## config.mk

```make
export PLATFORM = sky130hd
export DESIGN_NAME = ps2_key_encoder
export DESIGN_NICKNAME = d
export VERILOG_FILES = /design/src/rtl/ps2_pkg.sv /design/src/rtl/ps2_clk_filter.sv /design/src/rtl/ps2_key_encoder.sv
export SDC_FILE = /design/constraint.sdc
export NUM_CORES = 1
export LEC_CHECK = 0
export CAP_MARGIN = 20
export CORE_MARGIN = 5
export CORE_UTILIZATION = 40
export DETAILED_ROUTE_END_ITERATION = 6
export GPL_ROUTABILITY_DRIVEN = 0
export PLACE_DENSITY = 0.57
export REMOVE_ABC_BUFFERS = 1
export SLEW_MARGIN = 20
export SYNTH_ARGS = -nofsm -noshare
export SYNTH_HDL_FRONTEND = slang
export SYNTH_SLANG_ARGS = --single-unit
export TNS_END_PERCENT = 1
```

## constraint.sdc

```tcl
create_clock -name clk_sys -period 2.53 [get_ports clk_sys]
set_input_delay 0.6325 -clock clk_sys [delete_from_list [all_inputs] [get_ports clk_sys]]
set_output_delay 0.6325 -clock clk_sys [all_outputs]
set_load 0.01 [all_outputs]
```

## src/rtl/ps2_pkg.sv

```systemverilog
// Shared PS/2 keyboard decoder types and constants.
// Frame FSM states, scan-code prefixes, ps2_key bit positions.
package ps2_pkg;

  typedef enum logic [1:0] {
    ST_IDLE   = 2'd0,
    ST_DATA   = 2'd1,
    ST_PARITY = 2'd2,
    ST_STOP   = 2'd3
  } ps2_state_e;

  localparam logic [7:0] PFX_EXT   = 8'hE0;
  localparam logic [7:0] PFX_REL   = 8'hF0;
  localparam logic [7:0] PFX_PAUSE = 8'hE1;

  localparam int KEY_TGL  = 10;
  localparam int KEY_PRS  = 9;
  localparam int KEY_EXT  = 8;
  localparam int KEY_CODE = 0;

  localparam logic [2:0] PAUSE_SKIP = 3'd7;

endpackage

```

## src/rtl/ps2_clk_filter.sv

```systemverilog
// PS/2 line synchronisers and ps2_clk falling-edge strobe.
// Define PS2_KEY_FILTER_EN to add a FILTER_LEN-sample glitch filter.
module ps2_clk_filter #(
  parameter int FILTER_LEN = 8
) (
  input  logic clk_sys,
  input  logic reset_n,
  input  logic ps2_clk,
  input  logic ps2_data,
  output logic data_s,
  output logic fall
);

  logic [1:0] clk_sync_q, clk_sync_d;
  logic [1:0] dat_sync_q, dat_sync_d;
  logic       lvl;
  logic       lvl_prev_q;

  // two-stage synchronisers, idle-high bus
  always_comb begin
    clk_sync_d = {clk_sync_q[0], ps2_clk};
    dat_sync_d = {dat_sync_q[0], ps2_data};
  end

  // synchroniser flops
  always_ff @(posedge clk_sys or negedge reset_n) begin
    if (!reset_n) begin
      clk_sync_q <= 2'b11;
      dat_sync_q <= 2'b11;
    end else begin
      clk_sync_q <= clk_sync_d;
      dat_sync_q <= dat_sync_d;
    end
  end

`ifdef PS2_KEY_FILTER_EN
  localparam int CW = (FILTER_LEN > 1) ? $clog2(FILTER_LEN) : 1;

  logic [CW-1:0] cnt_q, cnt_d;
  logic          filt_q, filt_d;

  // adopt a new level only after FILTER_LEN differing samples in a row
  always_comb begin
    cnt_d  = '0;
    filt_d = filt_q;
    if (clk_sync_q[1] != filt_q) begin
      if (cnt_q == CW'(FILTER_LEN - 1))
        filt_d = clk_sync_q[1];
      else
        cnt_d = cnt_q + 1'b1;
    end
  end

  // filter state
  always_ff @(posedge clk_sys or negedge reset_n) begin
    if (!reset_n) begin
      cnt_q  <= '0;
      filt_q <= 1'b1;
    end else begin
      cnt_q  <= cnt_d;
      filt_q <= filt_d;
    end
  end

  assign lvl = filt_q;
`else
  assign lvl = clk_sync_q[1];
`endif

  // previous clock level for edge detection
  always_ff @(posedge clk_sys or negedge reset_n) begin
    if (!reset_n) lvl_prev_q <= 1'b1;
    else          lvl_prev_q <= lvl;
  end

  assign fall   = lvl_prev_q & ~lvl;
  assign data_s = dat_sync_q[1];

endmodule

```

## src/rtl/ps2_key_encoder.sv

```systemverilog
// PS/2 keyboard frame receiver and scan-code event encoder.
// Optional ps2_clk glitch filter: define PS2_KEY_FILTER_EN.
module ps2_key_encoder
  import ps2_pkg::*;
#(
  parameter int TIMEOUT_CYC = 24000,
  parameter int FILTER_LEN  = 8
) (
  input  logic        clk_sys,
  input  logic        reset_n,
  input  logic        ps2_clk,
  input  logic        ps2_data,
  output logic [10:0] ps2_key,
  output logic        frame_err
);

  logic data_s;
  logic fall;

  ps2_clk_filter #(
    .FILTER_LEN(FILTER_LEN)
  ) u_filt (
    .clk_sys (clk_sys),
    .reset_n (reset_n),
    .ps2_clk (ps2_clk),
    .ps2_data(ps2_data),
    .data_s  (data_s),
    .fall    (fall)
  );

  ps2_state_e  state_q, state_d;
  logic [2:0]  bit_q, bit_d;
  logic [7:0]  shift_q, shift_d;
  logic        par_q, par_d;
  logic [15:0] tmo_q, tmo_d;
  logic        ext_q, ext_d;
  logic        rel_q, rel_d;
  logic [2:0]  skip_q, skip_d;
  logic [10:0] key_q, key_d;
  logic        err_q, err_d;
  logic        frame_ok;

  assign frame_ok = (^{shift_q, par_q}) & data_s;

  // frame FSM, timeout watchdog and prefix decoding
  always_comb begin
    state_d = state_q;
    bit_d   = bit_q;
    shift_d = shift_q;
    par_d   = par_q;
    tmo_d   = tmo_q;
    ext_d   = ext_q;
    rel_d   = rel_q;
    skip_d  = skip_q;
    key_d   = key_q;
    err_d   = 1'b0;

    if (state_q == ST_IDLE || fall)
      tmo_d = '0;
    else if (tmo_q != 16'hFFFF)
      tmo_d = tmo_q + 16'd1;

    if (state_q != ST_IDLE && !fall &&
        tmo_q >= 16'(TIMEOUT_CYC - 1)) begin
      state_d = ST_IDLE;
      tmo_d   = '0;
      err_d   = 1'b1;
      ext_d   = 1'b0;
      rel_d   = 1'b0;
      skip_d  = '0;
    end else if (fall) begin
      unique case (state_q)
        ST_IDLE: begin
          if (!data_s) begin
            state_d = ST_DATA;
            bit_d   = '0;
          end
        end
        ST_DATA: begin
          shift_d = {data_s, shift_q[7:1]};
          bit_d   = bit_q + 3'd1;
          if (bit_q == 3'd7) state_d = ST_PARITY;
        end
        ST_PARITY: begin
          par_d   = data_s;
          state_d = ST_STOP;
        end
        ST_STOP: begin
          state_d = ST_IDLE;
          if (!frame_ok) begin
            err_d  = 1'b1;
            ext_d  = 1'b0;
            rel_d  = 1'b0;
            skip_d = '0;
          end else if (skip_q != '0) begin
            skip_d = skip_q - 3'd1;
          end else if (shift_q == PFX_EXT) begin
            ext_d = 1'b1;
          end else if (shift_q == PFX_REL) begin
            rel_d = 1'b1;
          end else if (shift_q == PFX_PAUSE) begin
            skip_d = PAUSE_SKIP;
          end else begin
            key_d = {~key_q[KEY_TGL], ~rel_q, ext_q, shift_q};
            ext_d = 1'b0;
            rel_d = 1'b0;
          end
        end
        default: state_d = ST_IDLE;
      endcase
    end
  end

  // decoder state registers
  always_ff @(posedge clk_sys or negedge reset_n) begin
    if (!reset_n) begin
      state_q <= ST_IDLE;
      bit_q   <= '0;
      shift_q <= '0;
      par_q   <= 1'b0;
      tmo_q   <= '0;
      ext_q   <= 1'b0;
      rel_q   <= 1'b0;
      skip_q  <= '0;
      key_q   <= '0;
      err_q   <= 1'b0;
    end else begin
      state_q <= state_d;
      bit_q   <= bit_d;
      shift_q <= shift_d;
      par_q   <= par_d;
      tmo_q   <= tmo_d;
      ext_q   <= ext_d;
      rel_q   <= rel_d;
      skip_q  <= skip_d;
      key_q   <= key_d;
      err_q   <= err_d;
    end
  end

  assign ps2_key   = key_q;
  assign frame_err = err_q;

endmodule

```

; ---- After elaboration in Yosys (flattened, before gate mapping)
; Cells that the tools add are included.
; W data, S select, Z words.
[totals]
reg_bits = 52
input_bits = 4
output_inout_bits = 12
wordCells = 103
[classes]
n_addsub = 3
magnitude_cmp = 1
n_eq_ne = 19
n_mux = 37
bitwise = 10
n_reduce_logical = 20
[op_table]
columns = operator, n
row1 = $mux W16, 3
row2 = $mux W3, 9
row3 = $eq A8 B8 Y1 const B, 3
row4 = $ne A4 B4 Y1 const B, 5
row5 = $mux W1, 19
row6 = $add A16 B1 Y16 const B, 1
row7 = $ge A16 B15 Y1 const B, 1
row8 = $ne A16 B16 Y1 const B, 1
row9 = $reduce_and A5 Y1, 3
row10 = $ne A3 B3 Y1 const B, 4
row11 = $reduce_and A3 Y1, 3
row12 = $reduce_xor A9 Y1, 1
row13 = $mux W2, 4
row14 = $not A1 Y1, 8
row15 = $pmux W2 S4, 1
row16 = $reduce_and A8 Y1, 1
row17 = $reduce_bool A2 Y1, 4
row18 = $pmux W3 S2, 1
row19 = $reduce_bool A3 Y1, 2
row20 = $eq A2 B2 Y1 const B, 2
row21 = $ne A4 B1 Y1 const B, 1
row22 = $reduce_and A4 Y1, 1
row23 = $add A3 B1 Y3 const B, 1
row24 = $eq A3 B3 Y1 const B, 1
row25 = other kinds (8), 10

; ---- Longest topological paths before layout
[depth]
ltp_word = 9
mapped_depth = 8

; ---- By module
; From an unflattened synthesis, not the netlist that was laid out.
[unflattened]
cells_unflattened = 223
area_unflattened_um2 = 2473.6
[by_module_without_submodules]
columns = module, n_inst, cells_each, area_each_um2, seq_area_each_um2
row1 = ps2_key_encoder, 1, 217, 2328.5, 1176.1
row2 = ps2_clk_filter, 1, 6, 145.1, 131.4

; ---- Least setup slack after synthesis
; OpenSTA, ideal clock, no wires.
[synth_path]
path_type = flip-flop to flip-flop
from = register u_filt.lvl_prev_q
to = register key_q[3] (netlist: ps2_key[3])
setup_ns = 0.125
arrival_time_ns = 1.863
required_time_ns = 2.405
slack_ns = 0.542
stages_incl_launch_ff = 7
path_buffers = 1
period_less_slack_ns = 1.988
cell_sequence = dfstp_2 -> nor2b_1 -> nand2_1 -> a211oi_1 -> nand2_1 -> buf_4 -> mux2_2
[synth_via]
elab_chain_len = 6
[synth_rtl]
columns = item, line_no
row1 = start: declaration, ps2_clk_filter.sv:17  ; logic lvl_prev_q;
row2 = start signal: assignment, ps2_clk_filter.sv:73  ; else lvl_prev_q <= lvl;
row3 = $and A1 B1 Y1 (*), ps2_clk_filter.sv:76  ; assign fall = lvl_prev_q & ~lvl;
row4 = $logic_not A1 Y1, ps2_key_encoder.sv:63  ; if (state_q != ST_IDLE && !fall &&
row5 = $logic_and A1 B1 Y1 (2 in series), ps2_key_encoder.sv:63
row6 = $not A1 Y1 (no source line), --
row7 = $reduce_and A8 Y1 (no source line) (*), --
row8 = end signal: assignment, ps2_key_encoder.sv:136  ; key_q <= key_d;
row9 = end: declaration, ps2_key_encoder.sv:39  ; logic [10:0] key_q, key_d;
; Every way passes the cells marked *; elsewhere a longest branch is shown, timed or not.
; A chain may end at the register's enable or synchronous reset.

; ---- Final worst setup path
[layout_path]
from = register tmo_q[0]
to = register state_q[0]
[layout_via]
elab_chain_len = 4
word_cells_on_any_way = 7
cone_classes = order compare: 1 / eq/ne: 2 / mux: 1 / reduce/logical: 3
[layout_rtl]
columns = item, line_no
row1 = start: declaration, ps2_key_encoder.sv:35  ; logic [15:0] tmo_q, tmo_d;
row2 = start signal: assignment, ps2_key_encoder.sv:132  ; tmo_q <= tmo_d;
row3 = $ge A16 B15 Y1 (*), ps2_key_encoder.sv:64  ; tmo_q >= 16'(TIMEOUT_CYC - 1)) begin
row4 = $logic_and A1 B1 Y1 (*), ps2_key_encoder.sv:63
row5 = $ne A3 B3 Y1 (no source line) / $reduce_bool A2 Y1 (equally long branches), --
row6 = $reduce_and A3 Y1 (no source line), --
row7 = end signal: assignment, ps2_key_encoder.sv:128  ; state_q <= state_d;
row8 = end: declaration, ps2_key_encoder.sv:31  ; ps2_state_e state_q, state_d;
; Marked as above.

==> summary by stage <==
Critical path
The most numerous cell type found on the critical path is o21ai_0. The cell with the largest stage delay on the worst path is nor3_1. STA classifies the critical path startpoint as a flip-flop. The worst path buffer plus inverter count is 0. The cell family contributing the most delay on the critical path is compound AO/OA/AOI/OAI gates. The longest individual stage delay on the worst path is 620 ps. The critical-path maximum fanout is 7. The slack of the worst reg-to-reg path is 220 ps.

The worst setup path is of the reg -> reg kind. Walking the worst path, the cells encountered are ha_1, nand4_1, o21ai_0, a221oi_1, nor3_1, o21ai_0, a21bo_2. The required arrival time at the worst endpoint is 2740 ps. The capture instance of the worst register-to-register path is state_q[0]$_DFFE_PN0P_. The count of cells along the worst register-to-register path is 7.

The launch instance of the worst register-to-register path is tmo_q[0]$_DFFE_PN0P_. STA classifies the critical path endpoint as a flip-flop. The endpoint arrival time on the critical path is 2520 ps.

Timing
Setup total negative slack on the finished layout was measured at 0 ps. The final number of hold-violating endpoints is 0. The number of max-slew violations in the final report was 0. The maximum frequency from static timing analysis is 433 MHz. For the pin with the worst max-slew slack, the measured transition is 729 ps. The time the final worst path needs with I/O delays and setup is 2310 ps. The final critical-path setup slack is 221 ps. Setup repair after global routing left no endpoint under its margin.

In this run the tightest slew margin relative to its limit is 51.1%. Setup violations remaining at the end of the flow were counted as 0. On the final layout, the worst clock skew is 12.6 ps. The final critical-path share of the clock period is 91.2%.

Power and ir drop
The worst IR drop on VDD is 0.428 mV. For this design the static power due to leakage is 1.25 nW. The sequential group share of total power is 44.0%.

The overall power after layout is 0.00253 W. The clock power share is 26.7%. Power spread over the standard cell area amounts to 907 nW/um^2. Of the total power, the share spent switching nets is 29.3%. The fraction of power consumed by combinational cells is 29.3%. The switching power of the nets is 0.000744 W. Internal power comes to 0.00179 W.

Global route
The via count of the first global-routing pass came to 1,515. The global-route usage over all layers is 12.0%. The wire length of the first global-routing pass is 7.03 mm. The number of antenna violations at the first check in global routing came to 0. Entering global routing, the biggest net connects 33 pins.

The remaining global-route overflow is 0.

Routing
The number of detailed-route iterations in the first pass is 4. The per-cell via count in the routed design is 4.94. The sum of routed wire length over all layers is 3.97 mm. The routed length per placed instance is 12.9 um. In the routed design, unresolved DRC markers number 0.

Summing over every cut layer, the via total after detailed routing is 1,522. After the first detailed-routing iteration, the DRC count stood at 62. The remaining antenna violation count after routing is 0.

CTS
The sink count of the clock tree is 52. TritonCTS built the clock tree. CTS built an H-tree with a depth of 2. The number of buffers on the longest clock path is 2.

Buffers inserted to repair hold after CTS numbered 0. The tree is rooted in a clkbuf_8. The clock transition at the registers of the reported paths is 100 ps.

In this run, post-CTS repair resized a total of 0 instances. The clock reaches the later pin of the worst-skew pair after 310 ps. The number of buffers added for setup after CTS is 0. The number of clock buffers added by TritonCTS is 5.

Hold path
The class of the worst hold path is in -> async.

Logic synthesis
The number of warnings issued by yosys is 0. The most repeated cell in the gate-level netlist after synthesis is dfrtp_1. The share of synthesized area in the top cell type comes to 49.0%. Synthesis inferred 52 register bits. The mapped netlist covers 2400 um^2.

The average cell area after synthesis is 11.4 um^2. The biggest area consumer among synthesized cells is dfrtp_1. The number of enable flip-flop cells after synthesis is 0. Synthesis produced 210 cells.

For this run, the leading register cell type out of synthesis is dfrtp_1. In the synthesized netlist the async set-or-reset flop fraction comes to 100%. In the synthesized netlist, the cells that appear most often are dfrtp_1 (47), nor2_1 (21), nand2_1 (19). Sequential elements use 54.4% of the synthesized area. The post-synthesis cell type count is 39. Ranked by total cell area, the synthesized netlist is headed by dfrtp_1 (49%), mux2_2 (7.0%), dfstp_2 (5.5%).

Final layout
The number of antenna diodes in the final layout is 0. The final cell utilization of the core is 47.5%. The net count of the finished layout is 246.

The area growth from synthesis to layout is 16.4%. The fraction of final layout cells sized beyond drive strength 1 is 15.0%. The summed area of non-filler cells in the final layout is 2800 um^2.

Placement
Timing analysis after detailed placement gives a worst setup slack of 212 ps. During placement, the flow inserted port buffers numbering 15. Detailed placement ended at an HPWL of 2.85 mm. The placed instances occupy a cell area of 2660 um^2.

Die
The floorplan step defined a core boundary enclosing 5890 um^2. Once the floorplan was initialized, standard cells occupied 40.8% of the core. The die is 87.5 um wide. The floorplan step defined a die boundary enclosing 7660 um^2. The placement row count is 28. During I/O placement, the number of pins put on the boundary was 16.

The die boundary height is 87.5 um.

Run status
The run finished with clean final reports.

Flow run
The tool flagged a number of max-cap violations equal to 0.
==> cell families after synthesis <==
family	count (synthesis)	share of synthesized area [%]
flops	52	54.4
simple gates	67	13.3
xor+xnor	17	7.34
buf+inv	12	2.03
fa+ha+maj	10	5.21
compound gates	34	9.17
mux	17	8.39
other cells	1	0.156
==> power by group through the flow <==
stage	clock network, W	registers (W)	logic [W]
6_report	0.000677	0.00111	0.000743
5_1_grt	0.000743	0.00114	0.000826
4_1_cts	0.000704	0.00112	0.000756
3_5_place_dp	0	0.00113	0.000751
3_3_place_gp	0	0.00113	0.000741
2_1_floorplan	0	0.00112	0.000542
==> through the flow <==
stage	cells	hold WS (ps)
floorplan	208	337
global placement	300	346
detailed placement	300	347
CTS	308	271
global route	308	296
finish	308	267
==> worst register-to-register path: stages (launching register included) <==
cell	delay, ps
dfrtp_1	370
ha_1	200
nand4_1	170
o21ai_0	230
a221oi_1	130
nor3_1	620
o21ai_0	250
a21bo_2	250
==> layout make-up <==
cell class	instances	area (um^2)
inverters	10	37.5
flip-flops and latches	52	1310
fillers	535	3090
repair buffers	17	173
well taps	75	93.8
clock inverters	3	68.8
clock buffers	5	68.8
multi-input cells	146	1050
==> cell usage in the layout (no fill, tap or decap), drive strengths merged, types with 2 or more instances in the layout <==
cell type,instances
mux2,15
nand2,19
o21bai,2
o21ai,11
inv,11
bufinv,2
xnor3,2
clkdlybuf4s50,14
dfstp,5
a32o,2
nand3,5
ha,10
nor2,21
xor2,6
mux2i,2
dfrtp,47
a211oi,3
nand4,7
nor3,3
a21oi,8
buf,3
xnor2,9
clkbuf,5
nor2b,5
nand2b,2
==> how the worst max path moves through the flow <==
stage / start / endpoint / slack [ps] / depth (start not counted)
floorplan: u_filt.lvl_prev_q$_DFF_PN1_ / ps2_key[0]$_DFFE_PN0P_ / 510 / 5
global placement: tmo_q[0]$_DFFE_PN0P_ / state_q[0]$_DFFE_PN0P_ / 270 / 7
detailed placement: tmo_q[0]$_DFFE_PN0P_ / state_q[0]$_DFFE_PN0P_ / 210 / 7
CTS: tmo_q[0]$_DFFE_PN0P_ / state_q[0]$_DFFE_PN0P_ / 200 / 7
global route: tmo_q[0]$_DFFE_PN0P_ / rel_q$_DFFE_PN0P_ / 30 / 7
finish: tmo_q[0]$_DFFE_PN0P_ / state_q[0]$_DFFE_PN0P_ / 220 / 7
==> sequential cells by signal, indices dropped and copies added (netlist names) <==
signal / count
u_filt.clk_sync_q: 2
rel_q: 1
par_q: 1
state_q: 2
skip_q: 3
frame_err: 1
ext_q: 1
u_filt.lvl_prev_q: 1
u_filt.dat_sync_q: 2
bit_q: 3
ps2_key: 11
tmo_q: 16
shift_q: 8
==> metal layers <==
metal,share of wire [%],track usage (%),up-vias,wire (um)
met3,5.3,4.35,7,211
met5,0,0,-,0
li1,-,-,767,-
met1,48,15.4,723,1910
met4,1.7,4.60,0,66
met2,45,18.4,25,1780
(Power assumes the default switching activity.)
